==> src/rtl/dvs_ravens_mc_transmitter.sv <==
// Multi-channel DVS -> RAVENS packet transmitter.
// Merges NUM_CH timestamped spike streams oldest-first, bins timestamps into
// SEGMENT_LENGTH_US timesteps, and emits START / RUN(n) / spike packets over a
// valid/ready output. Spikes that are already too old are dropped and counted.
//
// Ports:
//   clk, rst_n       clock, asynchronous active-low reset
//   in_valid/ready   per-channel spike handshake (one pop per cycle at most)
//   in_ts, in_pkt    per-channel timestamp / spike packet, channel i at [i*W +: W]
//   time_us          free-running microsecond time
//   out_valid/ready  output packet handshake, out_pkt held stable until accepted
//   out_pkt          spike packet, {001,count} RUN or {010,0} START
//   sim_time_start   high in the cycle the START packet is accepted
//   drop_cnt         saturating count of stale spikes dropped
module dvs_ravens_mc_transmitter #(
    parameter int NUM_CH                    = 2,
    parameter int TS_BITS                   = 32,
    parameter int PKT_BITS                  = 24,
    parameter int SEGMENT_LENGTH_US         = 25,
    parameter int NUM_SEGMENTS_PER_SIM_TIME = 10,
    parameter int SIM_TIME                  = 15,
    parameter int DROP_CNT_BITS             = 16
) (
    input  logic                       clk,
    input  logic                       rst_n,
    input  logic [NUM_CH-1:0]          in_valid,
    output logic [NUM_CH-1:0]          in_ready,
    input  logic [NUM_CH*TS_BITS-1:0]  in_ts,
    input  logic [NUM_CH*PKT_BITS-1:0] in_pkt,
    input  logic [TS_BITS-1:0]         time_us,
    output logic                       out_valid,
    input  logic                       out_ready,
    output logic [PKT_BITS-1:0]        out_pkt,
    output logic                       sim_time_start,
    output logic [DROP_CNT_BITS-1:0]   drop_cnt
);

    localparam int NW    = $clog2(SIM_TIME + 1);
    localparam int RUN_W = PKT_BITS - 3;
    localparam logic [TS_BITS-1:0] SEG_LEN   = TS_BITS'(SEGMENT_LENGTH_US);
    localparam logic [TS_BITS-1:0] STALE_LIM = TS_BITS'(SEGMENT_LENGTH_US * NUM_SEGMENTS_PER_SIM_TIME);

    if (SIM_TIME >= (1 << RUN_W) || SIM_TIME < NUM_SEGMENTS_PER_SIM_TIME) begin : g_bad_params
        $error("SIM_TIME must fit the run count field and be >= NUM_SEGMENTS_PER_SIM_TIME");
    end

    typedef enum logic [2:0] {
        S_IDLE_NEW = 3'd0,
        S_START    = 3'd1,
        S_WAIT     = 3'd2,
        S_RUN      = 3'd3,
        S_XMIT     = 3'd4
    } state_t;

    // Wrap-safe "a is after b": modular difference nonzero and in the lower half.
    function automatic logic ts_after(input logic [TS_BITS-1:0] a, input logic [TS_BITS-1:0] b);
        logic [TS_BITS-1:0] d;
        d = a - b;
        return (d != '0) && !d[TS_BITS-1];
    endfunction

    // Number of timesteps covering a positive gap, rounded up. The gap is
    // below 2^(TS_BITS-1) so the rounding add cannot overflow.
    function automatic logic [TS_BITS-1:0] ceil_segs(input logic [TS_BITS-1:0] d);
        return (d + SEG_LEN - 1'b1) / SEG_LEN;
    endfunction

    state_t                     state_q, state_d;
    logic                       out_valid_q, out_valid_d;
    logic [PKT_BITS-1:0]        out_pkt_q, out_pkt_d;
    logic [DROP_CNT_BITS-1:0]   drop_cnt_q, drop_cnt_d;
    logic [TS_BITS-1:0]         held_ts_q, held_ts_d;
    logic [PKT_BITS-1:0]        held_pkt_q, held_pkt_d;
    logic                       held_pending_q, held_pending_d;
    logic [TS_BITS-1:0]         ref_time_q, ref_time_d;
    logic [TS_BITS-1:0]         seg_last_q, seg_last_d;
    logic [NW-1:0]              step_q, step_d;
    logic [NW-1:0]              n_q, n_d;
    logic                       end_flag_q, end_flag_d;

    logic                       arb_en, win_found, pop, hs, stale;
    logic [NUM_CH-1:0]          win_oh;
    logic [TS_BITS-1:0]         win_ts, cand_ts, gap_segs;
    logic [PKT_BITS-1:0]        win_pkt;
    logic [TS_BITS:0]           step_sum;
    logic [NW-1:0]              n_new;
    logic                       end_new;

    // Oldest-first arbiter: a later channel only wins if strictly older, so
    // ties stay with the lowest index.
    always_comb begin
        arb_en    = (state_q == S_WAIT) || (state_q == S_IDLE_NEW && !held_pending_q);
        win_found = 1'b0;
        win_oh    = '0;
        win_ts    = '0;
        win_pkt   = '0;
        for (int i = 0; i < NUM_CH; i++) begin
            if (in_valid[i] && (!win_found || ts_after(win_ts, in_ts[i*TS_BITS +: TS_BITS]))) begin
                win_found = 1'b1;
                win_oh    = '0;
                win_oh[i] = 1'b1;
                win_ts    = in_ts[i*TS_BITS +: TS_BITS];
                win_pkt   = in_pkt[i*PKT_BITS +: PKT_BITS];
            end
        end
        pop      = arb_en && win_found;
        in_ready = pop ? win_oh : '0;
    end

    always_comb begin
        state_d        = state_q;
        out_valid_d    = out_valid_q;
        out_pkt_d      = out_pkt_q;
        drop_cnt_d     = drop_cnt_q;
        held_ts_d      = held_ts_q;
        held_pkt_d     = held_pkt_q;
        held_pending_d = held_pending_q;
        seg_last_d     = seg_last_q;
        step_d         = step_q;
        n_d            = n_q;
        end_flag_d     = end_flag_q;

        hs      = out_valid_q && out_ready;
        cand_ts = held_pending_q ? held_ts_q : win_ts;
        stale   = !ts_after(cand_ts, ref_time_q) && ((ref_time_q - cand_ts) >= STALE_LIM);

        gap_segs = ts_after(win_ts, seg_last_q) ? ceil_segs(win_ts - seg_last_q) : '0;
        step_sum = {1'b0, gap_segs} + (TS_BITS+1)'(step_q);
        if (step_sum >= (TS_BITS+1)'(NUM_SEGMENTS_PER_SIM_TIME)) begin
            n_new   = NW'(SIM_TIME) - step_q;
            end_new = 1'b1;
        end else begin
            n_new   = NW'(gap_segs);
            end_new = 1'b0;
        end

        if (pop) begin
            held_ts_d  = win_ts;
            held_pkt_d = win_pkt;
        end

        case (state_q)
            S_IDLE_NEW: begin
                if (held_pending_q || pop) begin
                    held_pending_d = 1'b0;
                    if (stale) begin
                        if (drop_cnt_q != '1) drop_cnt_d = drop_cnt_q + 1'b1;
                    end else begin
                        state_d     = S_START;
                        out_valid_d = 1'b1;
                        out_pkt_d   = {3'b010, {RUN_W{1'b0}}};
                    end
                end
            end
            S_START: begin
                if (hs) begin
                    seg_last_d = held_ts_q;
                    step_d     = '0;
                    state_d    = S_XMIT;
                    out_pkt_d  = held_pkt_q;
                end
            end
            S_WAIT: begin
                if (pop) begin
                    n_d         = n_new;
                    end_flag_d  = end_new;
                    out_valid_d = 1'b1;
                    if (n_new != '0) begin
                        state_d   = S_RUN;
                        out_pkt_d = {3'b001, RUN_W'(n_new)};
                    end else begin
                        state_d   = S_XMIT;
                        out_pkt_d = win_pkt;
                    end
                end
            end
            S_RUN: begin
                if (hs) begin
                    seg_last_d = seg_last_q + TS_BITS'(n_q) * SEG_LEN;
                    step_d     = step_q + n_q;
                    if (end_flag_q) begin
                        // Spike that overflowed the sim time is replayed from IDLE_NEW.
                        held_pending_d = 1'b1;
                        state_d        = S_IDLE_NEW;
                        out_valid_d    = 1'b0;
                        out_pkt_d      = '0;
                    end else begin
                        state_d   = S_XMIT;
                        out_pkt_d = held_pkt_q;
                    end
                end
            end
            S_XMIT: begin
                if (hs) begin
                    state_d     = S_WAIT;
                    out_valid_d = 1'b0;
                end
            end
            default: begin
                state_d     = S_IDLE_NEW;
                out_valid_d = 1'b0;
            end
        endcase

        ref_time_d = (state_d == S_IDLE_NEW) ? time_us : ref_time_q;
    end

    always_ff @(posedge clk or negedge rst_n) begin
        if (!rst_n) begin
            state_q        <= S_IDLE_NEW;
            out_valid_q    <= 1'b0;
            out_pkt_q      <= '0;
            drop_cnt_q     <= '0;
            held_ts_q      <= '0;
            held_pkt_q     <= '0;
            held_pending_q <= 1'b0;
            ref_time_q     <= '0;
            seg_last_q     <= '0;
            step_q         <= '0;
            n_q            <= '0;
            end_flag_q     <= 1'b0;
        end else begin
            state_q        <= state_d;
            out_valid_q    <= out_valid_d;
            out_pkt_q      <= out_pkt_d;
            drop_cnt_q     <= drop_cnt_d;
            held_ts_q      <= held_ts_d;
            held_pkt_q     <= held_pkt_d;
            held_pending_q <= held_pending_d;
            ref_time_q     <= ref_time_d;
            seg_last_q     <= seg_last_d;
            step_q         <= step_d;
            n_q            <= n_d;
            end_flag_q     <= end_flag_d;
        end
    end

    assign out_valid      = out_valid_q;
    assign out_pkt        = out_pkt_q;
    assign drop_cnt       = drop_cnt_q;
    assign sim_time_start = (state_q == S_START) && hs;

endmodule

==> config.mk <==
export PLATFORM = sky130hd
export DESIGN_NAME = dvs_ravens_mc_transmitter
export DESIGN_NICKNAME = d
export VERILOG_FILES = /design/src/rtl/dvs_ravens_mc_transmitter.sv
export SDC_FILE = /design/constraint.sdc
export NUM_CORES = 1
export LEC_CHECK = 0
export CORE_MARGIN = 2
export CORE_UTILIZATION = 49
export CTS_CLUSTER_SIZE = 40
export DETAILED_ROUTE_END_ITERATION = 10
export GPL_TIMING_DRIVEN = 1
export MAX_ROUTING_LAYER = met4
export PLACE_DENSITY_LB_ADDON = 0.1
export REMOVE_ABC_BUFFERS = 1
export SYNTH_ARGS = -nofsm -noshare
export SYNTH_HDL_FRONTEND = slang
export SYNTH_SLANG_ARGS = --single-unit
==> constraint.sdc <==
create_clock -name clk -period 38.4 [get_ports clk]
set_clock_uncertainty 0.15 [all_clocks]
set_input_delay 5.76 -clock clk [delete_from_list [all_inputs] [get_ports clk]]
set_output_delay 5.76 -clock clk [all_outputs]
set_load 0.02 [all_outputs]
==> run metrics <==
endpoint class of the critical path flip-flop; synth unique cells 133; global-route wire length before repair 134000 um; layout net count 3890; Final Non-Filler Cells 4265; worst hold path class flip-flop to flip-flop; synthesized instance count 3355; Final Hold Vio Count 0; placed cell area 28800 sq um; number of clock sinks seen by CTS 174; Detail Placement HPWL 68300 um; top_reg_cell synth dfrtp_1; kind of cell adding the most delay to the critical path compound AO/OA/AOI/OAI gates; clock tree from TritonCTS done; Top cell by count, worst path buf_4; clock latency at the later pin of the worst-skew pair 450 ps; Final Cycle Share 0.963; buffer levels on the longest clock path 2; top fanout value on the critical path 16; initial antenna violation count 0; WP data required 38580 ps; Global Route met2 Usage 0.523; Async SR Flop Fraction 1.00; number of buffers inserted during clock tree synthesis 17; number of register bits inferred by synthesis 174; number of synthesized flops with an enable pin 0; vias in the first global route 25.1k; Crit Path Category input port to flip-flop; kind of start point of the critical path input port; vias after detailed routing 26.8k; Max stage delay cell, worst path or4_1; met3 Usage GRT 0.0248; number of top-level pins 193; remaining antenna violation count 0; Pre-antenna DRT Iters 6; total detailed-routing wirelength 85800 um; DR vias/cell 6.28; Pins Over Slew Limit 0; dpl cells 4213; total inserted antenna cells 0; remaining global-route overflow 0; starting density of the core 0.497; Max-Cap Viols 0; Util after Layout 0.586; count of H-tree levels built during CTS 4; logic depth of the worst path, buffers included 127; number of cells on the worst reg-to-reg path 111; die extent in y 233 um; routability cong. 0.979; biggest cell delay along the critical path 550 ps; WHS Path Cells 2; number of synthesis warnings 0; global-route total usage across every layer 0.314; First DRT Iteration DRCs 2038; maximum number of pins on one net before global-route repair 100; mean routed wirelength per cell 20.1 um; most frequent cells in the layout nand2_1 (314), a21oi_1 (243), nor2_1 (210); Die Width 233 um; floorplan row count 83; portion of the post-synthesis area used by sequential elements 0.170; clock slew seen by the registers of the worst setup and hold paths 70 ps; root cell of the clock tree clkbuf_16; post-synthesis area per instance 7.63 sq um; M1 GR Usage 0.403; Floorplan Core Area 51500 sq um; commonest non-fill, non-tap cell in the layout nand2_1; Post-Syn Area 25600 sq um; DRC viols 0; outcome finished, final reports clean; post-route minimum period 36980 ps; arrival time worst endpoint 37160 ps; count of input and output buffers 192; highest attainable clock frequency 27.0 MHz; post-synthesis to final-layout area growth 17.9%; remaining max-slew budget at the tightest pin 0.135; area enclosed by the die boundary 54100 sq um; transition at the pin with the smallest max-transition slack 1290 ps; ratio of cells with drive above 1 in the final layout 0.138; layer carrying the most global-route usage met2; number of buffer and inverter instances along the worst setup path 14; Finish-stage setup viols 0; Finished Cell Area 30200 sq um
worst min-delay path, cell delays in order (launching register included):
cell and delay (ps):
dfrtp_1 340, nand2_1 50, o21ai_0 60
per-stage QoR:
stage | hold slack, ps | TNS (ps) | worst slack [ps]
floorplan | 300 | -87160 | -1720
global placement | 312 | 0 | 56.5
detailed placement | 321 | -22670 | -532
CTS | 337 | 0 | 18.9
global route | 361 | -7480 | -206
finish | 336 | 0 | 1420
sequential cells by signal, indices dropped and copies added (netlist names):
signal          cells
step_q              4
seg_last_q         32
held_pkt_q         24
drop_cnt           16
end_flag_q          1
held_pending_q      1
ref_time_q         32
out_pkt            24
state_q             3
out_valid           1
held_ts_q          32
n_q                 4
timing repair:
| item | 4_1_cts | 5_1_grt |
|---|---|---|
| setup endpoints to repair | 53 | 64 |
| gates cloned | 0 | 1 |
| pin swaps | 0 | 33 |
| gates resized for setup | 3 | 144 |
| setup buffers | 0 | 20 |
| hold buffers | 0 | 0 |
cell type report:
type                       instances  area, sq um
multi-input combinational       2835        20500
tap                              680          851
inverter                         193          724
clock buffer                      18          429
timing repair buffer             352         3190
clock inverter                    13          149
sequential                       174         4350
fill                            4819        21300
path summary, 6_finish.rpt:
check | startpoint | endpoint | slack, ps
max | in_ts[4] | ref_time_q[0] | 1420
min | held_pkt_q[23] | held_pkt_q[23] | 340
max reg2reg | seg_last_q[0] | ref_time_q[0] | 10060
min reg2reg | held_pkt_q[23] | held_pkt_q[23] | 340
max in group asynchronous | rst_n | held_ts_q[6] | 31250
min in group asynchronous | rst_n | drop_cnt[6] | 5250
routing by layer:
| metal | share of wire | vias to the layer above |
|---|---|---|
| met5 | 0 | - |
| li1 | - | 12973 |
| met3 | 0.040 | 134 |
| met4 | 0.031 | 0 |
| met1 | 0.44 | 12865 |
| met2 | 0.48 | 805 |
synthesized netlist by cell type, types with 46 or more instances:
master,count,area (sq um)
ha_1,158,1980
and3_1,57,357
dfrtp_1,174,4350
nand3_1,97,485
o21ai_1,58,290
clkbuf_1,102,383
nand4_1,57,357
a31oi_1,46,288
nor3_1,84,420
nand2_1,314,1180
xnor2_1,154,1350
mux2_2,74,833
xor2_1,71,622
a21oi_1,266,1330
and2_1,71,444
a21o_1,108,811
inv_1,189,709
nor2_1,215,807
o21ai_0,184,921
kinds of logic (layout without fill, tap and decap cells):
| group | count (synthesis) | in the layout | synth area share |
|---|---|---|---|
| buffers and inverters | 346 | 576 | 0.0551 |
| multiplexers | 140 | 140 | 0.0655 |
| AND/OR/NAND/NOR | 1144 | 1144 | 0.231 |
| XOR/XNOR | 228 | 228 | 0.0789 |
| adder cells (fa/ha/maj) | 175 | 175 | 0.0880 |
| AO/OA/AOI/OAI | 1148 | 1148 | 0.312 |
| flip-flops | 174 | 174 | 0.170 |
Power is left out: the tool's default activity adds up to more than one toggle a clock period on the data nets, which glitch-free logic cannot reach.
